$ cat src/rtl/press_stretcher.sv
// Turns single-cycle press pulses into HIGH windows followed by a LOW gap.
// Pulses that arrive while a window is running are queued and replayed back-to-back.
module press_stretcher #(
   parameter int unsigned HOLD_CYCLES = 4,
   parameter int unsigned GAP_CYCLES  = 2,
   parameter int unsigned PEND_W      = 3
) (
   input  logic              clk_i,
   input  logic              rst_ni,
   input  logic              pulse_i,
   output logic              level_o,
   output logic              busy_o,
   output logic [PEND_W-1:0] pending_o,
   output logic              overflow_o
);

   localparam int unsigned CntMax = (HOLD_CYCLES > GAP_CYCLES) ? HOLD_CYCLES : GAP_CYCLES;
   localparam int unsigned CntW   = (CntMax > 1) ? $clog2(CntMax) : 1;

   localparam logic [CntW-1:0]   HoldLoad = CntW'(HOLD_CYCLES - 1);
   localparam logic [CntW-1:0]   GapLoad  = CntW'(GAP_CYCLES - 1);
   localparam logic [PEND_W-1:0] PendMax  = '1;

   typedef enum logic [1:0] {StIdle, StHigh, StGap} state_e;

   state_e            state_q, state_d;
   logic [CntW-1:0]   cnt_q, cnt_d;
   logic [PEND_W-1:0] pend_q, pend_d;
   logic              level_q, busy_q, ovf_q;
   logic              queue_req;
   logic              drop;

   always_comb begin
      state_d   = state_q;
      cnt_d     = cnt_q;
      pend_d    = pend_q;
      queue_req = 1'b0;
      drop      = 1'b0;

      unique case (state_q)
         StIdle: begin
            if (pulse_i) begin
               state_d = StHigh;
               cnt_d   = HoldLoad;
            end
         end
         StHigh: begin
            queue_req = pulse_i;
            if (cnt_q == '0) begin
               state_d = StGap;
               cnt_d   = GapLoad;
            end else begin
               cnt_d = cnt_q - 1'b1;
            end
         end
         StGap: begin
            if (cnt_q == '0) begin
               // Last gap cycle: a queued press starts now; a new pulse either
               // replaces the one being dequeued or is consumed directly.
               if (pend_q != '0) begin
                  state_d = StHigh;
                  cnt_d   = HoldLoad;
                  if (!pulse_i) pend_d = pend_q - 1'b1;
               end else if (pulse_i) begin
                  state_d = StHigh;
                  cnt_d   = HoldLoad;
               end else begin
                  state_d = StIdle;
               end
            end else begin
               cnt_d     = cnt_q - 1'b1;
               queue_req = pulse_i;
            end
         end
         default: begin
            state_d = StIdle;
            cnt_d   = '0;
         end
      endcase

      if (queue_req) begin
         if (pend_q != PendMax) pend_d = pend_q + 1'b1;
         else                   drop   = 1'b1;
      end
   end

   always_ff @(posedge clk_i) begin
      if (!rst_ni) begin
         state_q <= StIdle;
         cnt_q   <= '0;
         pend_q  <= '0;
         level_q <= 1'b0;
         busy_q  <= 1'b0;
         ovf_q   <= 1'b0;
      end else begin
         state_q <= state_d;
         cnt_q   <= cnt_d;
         pend_q  <= pend_d;
         level_q <= (state_d == StHigh);
         busy_q  <= (state_d != StIdle);
         ovf_q   <= drop;
      end
   end

   assign level_o    = level_q;
   assign busy_o     = busy_q;
   assign pending_o  = pend_q;
   assign overflow_o = ovf_q;

endmodule

$ cat config.mk
export PLATFORM = sky130hd
export DESIGN_NAME = press_stretcher
export DESIGN_NICKNAME = d
export VERILOG_FILES = /design/src/rtl/press_stretcher.sv
export SDC_FILE = /design/constraint.sdc
export NUM_CORES = 1
export LEC_CHECK = 0
export CAP_MARGIN = 10
export CORE_MARGIN = 2
export CORE_UTILIZATION = 40
export CTS_CLUSTER_SIZE = 20
export DETAILED_ROUTE_END_ITERATION = 16
export MAX_ROUTING_LAYER = met4
export PLACE_DENSITY = 0.68
export SYNTH_ARGS = -nofsm -noshare
export SYNTH_HDL_FRONTEND = slang
export SYNTH_SLANG_ARGS = --single-unit
$ cat constraint.sdc
create_clock -name clk_i -period 2.1 [get_ports clk_i]
set_input_delay 0.42 -clock clk_i [delete_from_list [all_inputs] [get_ports clk_i]]
set_output_delay 0.42 -clock clk_i [all_outputs]
set_load 0.03 [all_outputs]
; After elaboration in Yosys (flattened, before gate mapping)
; Index checks and enable logic that the tools add are counted.
[word_totals]
ff_bits = 10
wordCells = 38
in_bits = 3
[classes]
n_reduce_logical = 5
eq_ne = 4
n_mux = 20
add_sub_neg = 3
[op_table]
columns = operator, n
row1 = $mux 3, 6
row2 = $mux 2, 7
row3 = $pmux 2 s3, 2
row4 = $eq 2x1->1 const B, 2
row5 = $logic_not 2->1, 2
row6 = $mux 1, 4
row7 = $add 3x1->3 const B, 1
row8 = $ne 3x3->1 const B, 1
row9 = $reduce_bool 3->1, 1
row10 = $sub 3x1->3 const B, 1
row11 = $eq 2x2->1 const B, 1
row12 = $pmux 1 s2, 1
row13 = $reduce_and 2->1, 1
row14 = $reduce_bool 2->1, 1
row15 = $sub 2x1->2 const B, 1

; Longest topological paths before layout
; Gate-level depths: netlist of the first run.
[depth]
word_depth = 7
ltp_mapped = 6
depth_no_buf = 6

; Worst setup path before layout of the first run
; OpenSTA, ideal clock, no wires.
[synth_timing]
path_type = register to register
from = register pend_q[0] (netlist: pending_o[0])
to = register busy_q (netlist: busy_o)
setup_slack_ns = 0.455
path_stages_with_launch = 7
path_buffers = 0
setup_ns = 0.125
required_ns = 1.975
synth_period_minus_slack_ns = 1.645
arrival_ns = 1.520
path_cell_list = dfxtp_1 -> inv_1 -> ha_1 -> or2b_2 -> o211ai_1 -> o2111a_1 -> a21oi_1
[synth_between]
elab_chain_len = 5
[synth_rtl]
columns = element, line_no
row1 = "start, declared", 28  ; logic [PEND_W-1:0] pend_q, pend_d;
row2 = "start signal, assigned", 98  ; pend_q <= pend_d;
row3 = $reduce_bool 3->1, 60  ; if (pend_q != '0) begin
row4 = $mux 1, 60
row5 = $mux 2, 57  ; if (cnt_q == '0) begin
row6 = $pmux 2 s3, 40  ; unique case (state_q)
row7 = $reduce_bool 2->1, 100  ; busy_q <= (state_d != StIdle);
row8 = "end signal, assigned", 100
row9 = "end, declared", 29  ; logic level_q, busy_q, ovf_q;
; No other way between the ends.
; A chain may end at the register's enable or synchronous reset.

; Worst setup path in the final report of the first run
[layout_timing]
from = register pend_q[1] (netlist: pending_o[1])
to = output port pending_o[1]
[layout_lines]
columns = element, line_no
row1 = "end, declared", 13  ; output logic [PEND_W-1:0] pending_o,
; No word-level cell between the ends.

==> results of run 1 <==
==> cell usage in the layout, fill, tap and decap left out, drive strengths merged, types with 2 or more instances in the layout <==
master,instances
dfxtp,10
ha,8
clkdlybuf4s50,8
a21oi,7
inv,6
o21ai,6
nand2,5
nor2,4
clkbuf,4
nand2b,2
o211ai,2
==> per-layer routing <==
metal | GRT usage (%) | part of all wire (%) | vias up
met5 | - | 0 | -
met1 | 18.3 | 51 | 246
met2 | 24.6 | 43 | 9
met4 | 5.63 | 2.2 | 0
li1 | - | - | 268
met3 | 3.45 | 4.2 | 2
==> cell type report <==
class,instances,area share [%]
Multi-Input combinational cell,50,49.7
Sequential cell,10,27.6
Timing Repair Buffer,9,12.1
Clock buffer,4,5.00
Inverter,6,3.10
Tap cell,15,2.59
==> power by group through the flow <==
stage / clock network (mW) / logic, mW / registers (mW)
after CTS: 0.181 / 0.292 / 0.270
final: 0.176 / 0.292 / 0.271
after detailed placement: 0 / 0.291 / 0.275
after floorplan: 0 / 0.167 / 0.310
after global routing: 0.188 / 0.329 / 0.279
after global placement: 0 / 0.291 / 0.275
==> state kept, by name, indices dropped and copies added, names as in the netlist <==
signal,cells
overflow_o,1
busy_o,1
pending_o,3
cnt_q,2
state_q,2
level_o,1
==> cell families after synthesis <==
kind of cell	count (synthesis)
AOI/OAI and AO/OA	22
and+or+nand+nor	19
DFF	10
adders and majority gates	8
buffers and inverters	7
muxes	1
==> final timing paths <==
check	start	endpoint	slack [ps]	cells past startpoint
setup reg to reg	state_q[0]$_SDFF_PN0_	pending_o[1]$_SDFF_PN0_	360	6
hold / removal	pending_o[1]$_SDFF_PN0_	pending_o[1]$_SDFF_PN0_	570	2
hold reg to reg	pending_o[1]$_SDFF_PN0_	pending_o[1]$_SDFF_PN0_	570	2
setup / recovery	pending_o[1]$_SDFF_PN0_	pending_o[1]	280	1
==> per-stage QoR <==
step	util, %	total power [mW]	setup WS (ps)
floorplan	-	0.477	455
global placement	51.7	0.566	248
detailed placement	51.7	0.565	231
CTS	54.4	0.744	292
global route	54.4	0.796	200
finish	54.4	0.740	284
==> synthesized netlist by cell type <==
library cell,n
buf_2,1
nor3b_1,1
and3_1,1
or2b_2,1
nor4_1,1
nand4_1,1
nand2b_1,2
a311oi_1,1
a221oi_1,1
dfxtp_1,10
o31ai_1,1
ha_1,8
mux2i_1,1
o21ai_0,5
a21oi_1,7
or3_1,1
a211o_1,1
o211ai_1,2
nand2_1,5
a31oi_1,1
nor3_1,1
nor2_1,4
o21ai_2,1
a21o_1,1
o2111a_1,1
nor4b_2,1
inv_1,6
==> results.toml, run 1 <==
[status]
run_status = "finished, final reports clean"

[die]
die-area_sq_mm = 0.00179
start_util_pct = 44.1
core-area_sq_mm = 0.00133
io_pins = 9
rows = 13
fp.dieH_microns = 42.3
die_w_microns = 42.3

[routing]
drt_first_pass_iters = 4
antenna_left = 0
post_drt_wl_per_cell_microns = 11.8
first_iter_violations = 10
drc_errors = 0
viasPerCell = 5.59
vias = 525
detail_route.wirelength_microns = 1110

[sta]
setup_viol = 0
fin_tns_setup_ps = 0
tightest_slew_ps = 311
period_share_pct = 86.5
finalHoldViolCount = 0
min_period_ps = 1820
holdWs_ps = 572
clock_skew_ps = 2.94
drv_slew = 0
max_freq_ghz = 0.551
slew_headroom_pct = 79.2
rsz0062_at_grt = "false"

[flow_run]
cap_violations = 0

[cts]
clock_latency_ps = 270
htreeDepth = 1
clk_pin_slew_ps = 70
post_cts_buffers = 0
cts-resized-gates = 0
cts_num_sinks = 10
hold_buffers = 0
cts_tree = "yes"
cts-root-buf = "clkbuf_4"
clockBufferDepth = 2
numCtsBuffers = 3

[cells_and_area]
design_area_sq_um = 726
fin_cells = 94
fill_cells = 140
multiInputGateArea_sq_um = 360
area_growth_pct = 23.4
drive_above_1_share_pct = 10.1
nNetsFinal = 91
register_area_sq_um = 200
diodes = 0

[logic_synthesis]
synthSimpleGateAreaFrac_pct = 18.3
synth_compound_area_share_pct = 24.3
synthXorXnorAreaFrac_pct = 0
synth.area.mux_share_pct = 1.70
synth.area.top_cells = "dfxtp_1 (34%), ha_1 (17%), a21oi_1 (6.0%)"
synth.avg_cell_area_sq_um = 8.78
syn_area_sq_um = 588
syn_nets = 78
netlist_instances = 67
yosysWarningCount = 0
synth_seq_area_share_pct = 34.0
synth_top_area_share_pct = 34.0
ys_types = 27
synth_top_area_cell = "dfxtp_1"
synth_seq_cells = 10
synth_top_family_by_area = "compound AO/OA/AOI/OAI gates"
synth_fa_ha_area_share_pct = 17.0

[place]
dpl.cell_count = 90
dpl-instance-area_sq_um = 689
port_buffers = 8
dp_hpwl_microns = 862
place.gp.congestion = 0.810

[critical_path]
required_ps = 1680
endpoint_kind = "output pin"
crit_chain = "clkdlybuf4s50_1"
arrival_ps = 1400
cpPeakStageDelay_ps = 710
crit_type = "reg -> out"
slowest_stage = "clkdlybuf4s50_1"
crit_family = "buffers and inverters"
cp-start-kind = "register"
crit_buf_inv = 1
crit_fanout = 5

[pwr]
power_switching_mw = 0.279
p_clk_share_pct = 23.8
internal_power_mw = 0.461
peakVddDrop_mv = 0.557
power.share.sequential_pct = 36.7
p_per_area_mw_per_mm2 = 1020
p_leak_nw = 0.287
p_comb_share_pct = 39.5
switching_share_pct = 37.7

[global_route]
grt_pass1_vias = 521
grt.overflow.total = 0
grt_pass1_wl_microns = 2080
track_usage_pct = 15.2
grt_max_degree = 9
antenna_found_initial = 0

[hold_path]
hp-class = "reg -> reg"
Note: power is estimated with default switching activity, not from simulation.
==> run 2: changes to the inputs <==
--- a/config.mk
+++ b/config.mk
@@ -6,12 +6,13 @@
 export NUM_CORES = 1
 export LEC_CHECK = 0
 export CAP_MARGIN = 10
-export CORE_MARGIN = 2
-export CORE_UTILIZATION = 40
+export CORE_AREA = 2 2 39 41
 export CTS_CLUSTER_SIZE = 20
 export DETAILED_ROUTE_END_ITERATION = 16
+export DIE_AREA = 0 0 41 43
+export HOLD_SLACK_MARGIN = 0.03
 export MAX_ROUTING_LAYER = met4
-export PLACE_DENSITY = 0.68
+export PLACE_DENSITY = 0.73
 export SYNTH_ARGS = -nofsm -noshare
 export SYNTH_HDL_FRONTEND = slang
 export SYNTH_SLANG_ARGS = --single-unit
==> run 2 against run 1 <==
Against the previous run: global-route usage is 0.078 points higher; via count is 0.95% higher; clock power is 5% higher; sequential share of layout area hardly changed; non-clock buffer count stayed put; setup slack better by 10 ps; critical path type unchanged.
==> results.toml, run 2 (synthesis results as in run 1) <==
[die]
core-area_sq_mm = 0.00138
start_util_pct = 42.5
die-area_sq_mm = 0.00176
rows = 14
io_pins = 9
die_w_microns = 41
fp.dieH_microns = 43

[cells_and_area]
area_growth_pct = 23.6
diodes = 0
post-route-util_pct = 52.5
largest_register_ffs = 3
fin_cells = 95
drive_above_1_share_pct = 10.1
nNetsFinal = 91
layout_common_cells = "dfxtp_1 (10), ha_1 (8), clkdlybuf4s50_1 (8), a21oi_1 (7), inv_1 (6)"
final_common_cell = "dfxtp_1"

[cts]
cts_tree = "yes"
hold_buffers = 0
post_cts_buffers = 0
clock_latency_ps = 270
clockBufferDepth = 2
numCtsBuffers = 3
htreeDepth = 1
cts-resized-gates = 0
cts-root-buf = "clkbuf_4"
cts_num_sinks = 10
clk_pin_slew_ps = 70

[global_route]
antenna_found_initial = 0
track_usage_pct = 15.3
grt_max_degree = 9
grt_pass1_vias = 414
grt_pass1_wl_microns = 1790
grt.overflow.total = 0

[routing]
post_drt_wl_per_cell_microns = 12.0
detail_route.wirelength_microns = 1140
vias = 530
first_iter_violations = 13
top_layer = "met4"
drc_errors = 0
wl_met1_microns = 584
viasPerCell = 5.58
antenna_left = 0
drt_first_pass_iters = 5
wl_met3_microns = 51
dr_wl_met2_microns = 493

[sta]
min_period_ps = 1810
clock_skew_ps = 1.29
rsz0062_at_grt = "false"
finalHoldViolCount = 0
fin_ws_ps = 294
period_share_pct = 86.0
fin_tns_setup_ps = 0
slew_headroom_pct = 74.2
setup_viol = 0
max_freq_ghz = 0.554
tightest_slew_ps = 386
drv_slew = 0

[critical_path]
endpoint_kind = "output pin"
r2r_start = "state_q[0]$_SDFF_PN0_"
crit_buf_inv = 1
cp-start-kind = "register"
cpPeakStageDelay_ps = 700
arrival_ps = 1390
crit_type = "reg -> out"
crit_family = "buffers and inverters"
startpoint = "pending_o[1]$_SDFF_PN0_"
required_ps = 1680
slowest_stage = "clkdlybuf4s50_1"
crit_chain = "clkdlybuf4s50_1"
crit_fanout = 5

[place]
pre_cts_slack_ps = 231
place.gp.congestion = 0.752
dpl.cell_count = 91
dp_hpwl_microns = 844
port_buffers = 8

[pwr]
power.share.sequential_pct = 35.9
peakVddDrop_mv = 0.479
switching_share_pct = 38.7
p_total_mw = 0.754
p_leak_nw = 0.287
internal_power_mw = 0.462
p_comb_share_pct = 39.6
p_clk_share_pct = 24.5
power_switching_mw = 0.292
p_per_area_mw_per_mm2 = 1040

[hold_path]
hp-start = "pending_o[1]$_SDFF_PN0_"
hp-class = "reg -> reg"

[status]
run_status = "finished, final reports clean"

[flow_run]
cap_violations = 0
==> run 2: per-stage QoR <==
| stage | hold WS [ps] | cell area, sq um |
|---|---|---|
| floorplan | 556 | 588 |
| global placement | 539 | 691 |
| detailed placement | 543 | 691 |
| CTS | 553 | 727 |
| global route | 582 | 727 |
| finish | 551 | 727 |
==> run 2: layout make-up <==
cell class / instances / area, sq um
fillers: 128 / 657
multi-input cells: 50 / 360
flip-flops and latches: 10 / 200
repair buffers: 9 / 87.6
clock buffers: 4 / 36.3
inverters: 6 / 22.5
well taps: 16 / 20.0
==> run 2: worst paths after layout <==
check,end,slack [ps],cells after the start
worst min register to register,pending_o[1]$_SDFF_PN0_,550,2
worst max register to register,pending_o[1]$_SDFF_PN0_,380,6
worst min-delay path,pending_o[1]$_SDFF_PN0_,550,2
worst max-delay path,pending_o[1],290,1
==> run 2: power by group through the flow <==
stage | sequential [mW] | clock (mW) | combinational, mW
floorplan | 0.310 | 0 | 0.167
detailed placement | 0.274 | 0 | 0.294
global route | 0.276 | 0.191 | 0.328
global placement | 0.274 | 0 | 0.292
CTS | 0.270 | 0.187 | 0.298
finish | 0.271 | 0.185 | 0.299
==> run 2: routing by layer <==
metal / global-route usage, % / vias to the layer above
met5: - / -
met2: 18.8 / 18
met3: 4.71 / 2
met1: 22.7 / 242
li1: - / 268
met4: 6.00 / 0
==> run 2: tightest hold or removal path, delay by kind of cell (launching register included) <==
family             cells  cell delay (ps)
DFF                    1              360
AOI/OAI and AO/OA      1               80
and+or+nand+nor        1               70
==> run 3: changes to the inputs <==
--- a/config.mk
+++ b/config.mk
@@ -5,7 +5,7 @@
 export SDC_FILE = /design/constraint.sdc
 export NUM_CORES = 1
 export LEC_CHECK = 0
-export CAP_MARGIN = 10
+export CAP_MARGIN = 20
 export CORE_AREA = 2 2 39 41
 export CTS_CLUSTER_SIZE = 20
 export DETAILED_ROUTE_END_ITERATION = 16
==> results of run 3 <==
The final DEF is identical to that of run 2; final timing and power are the same.
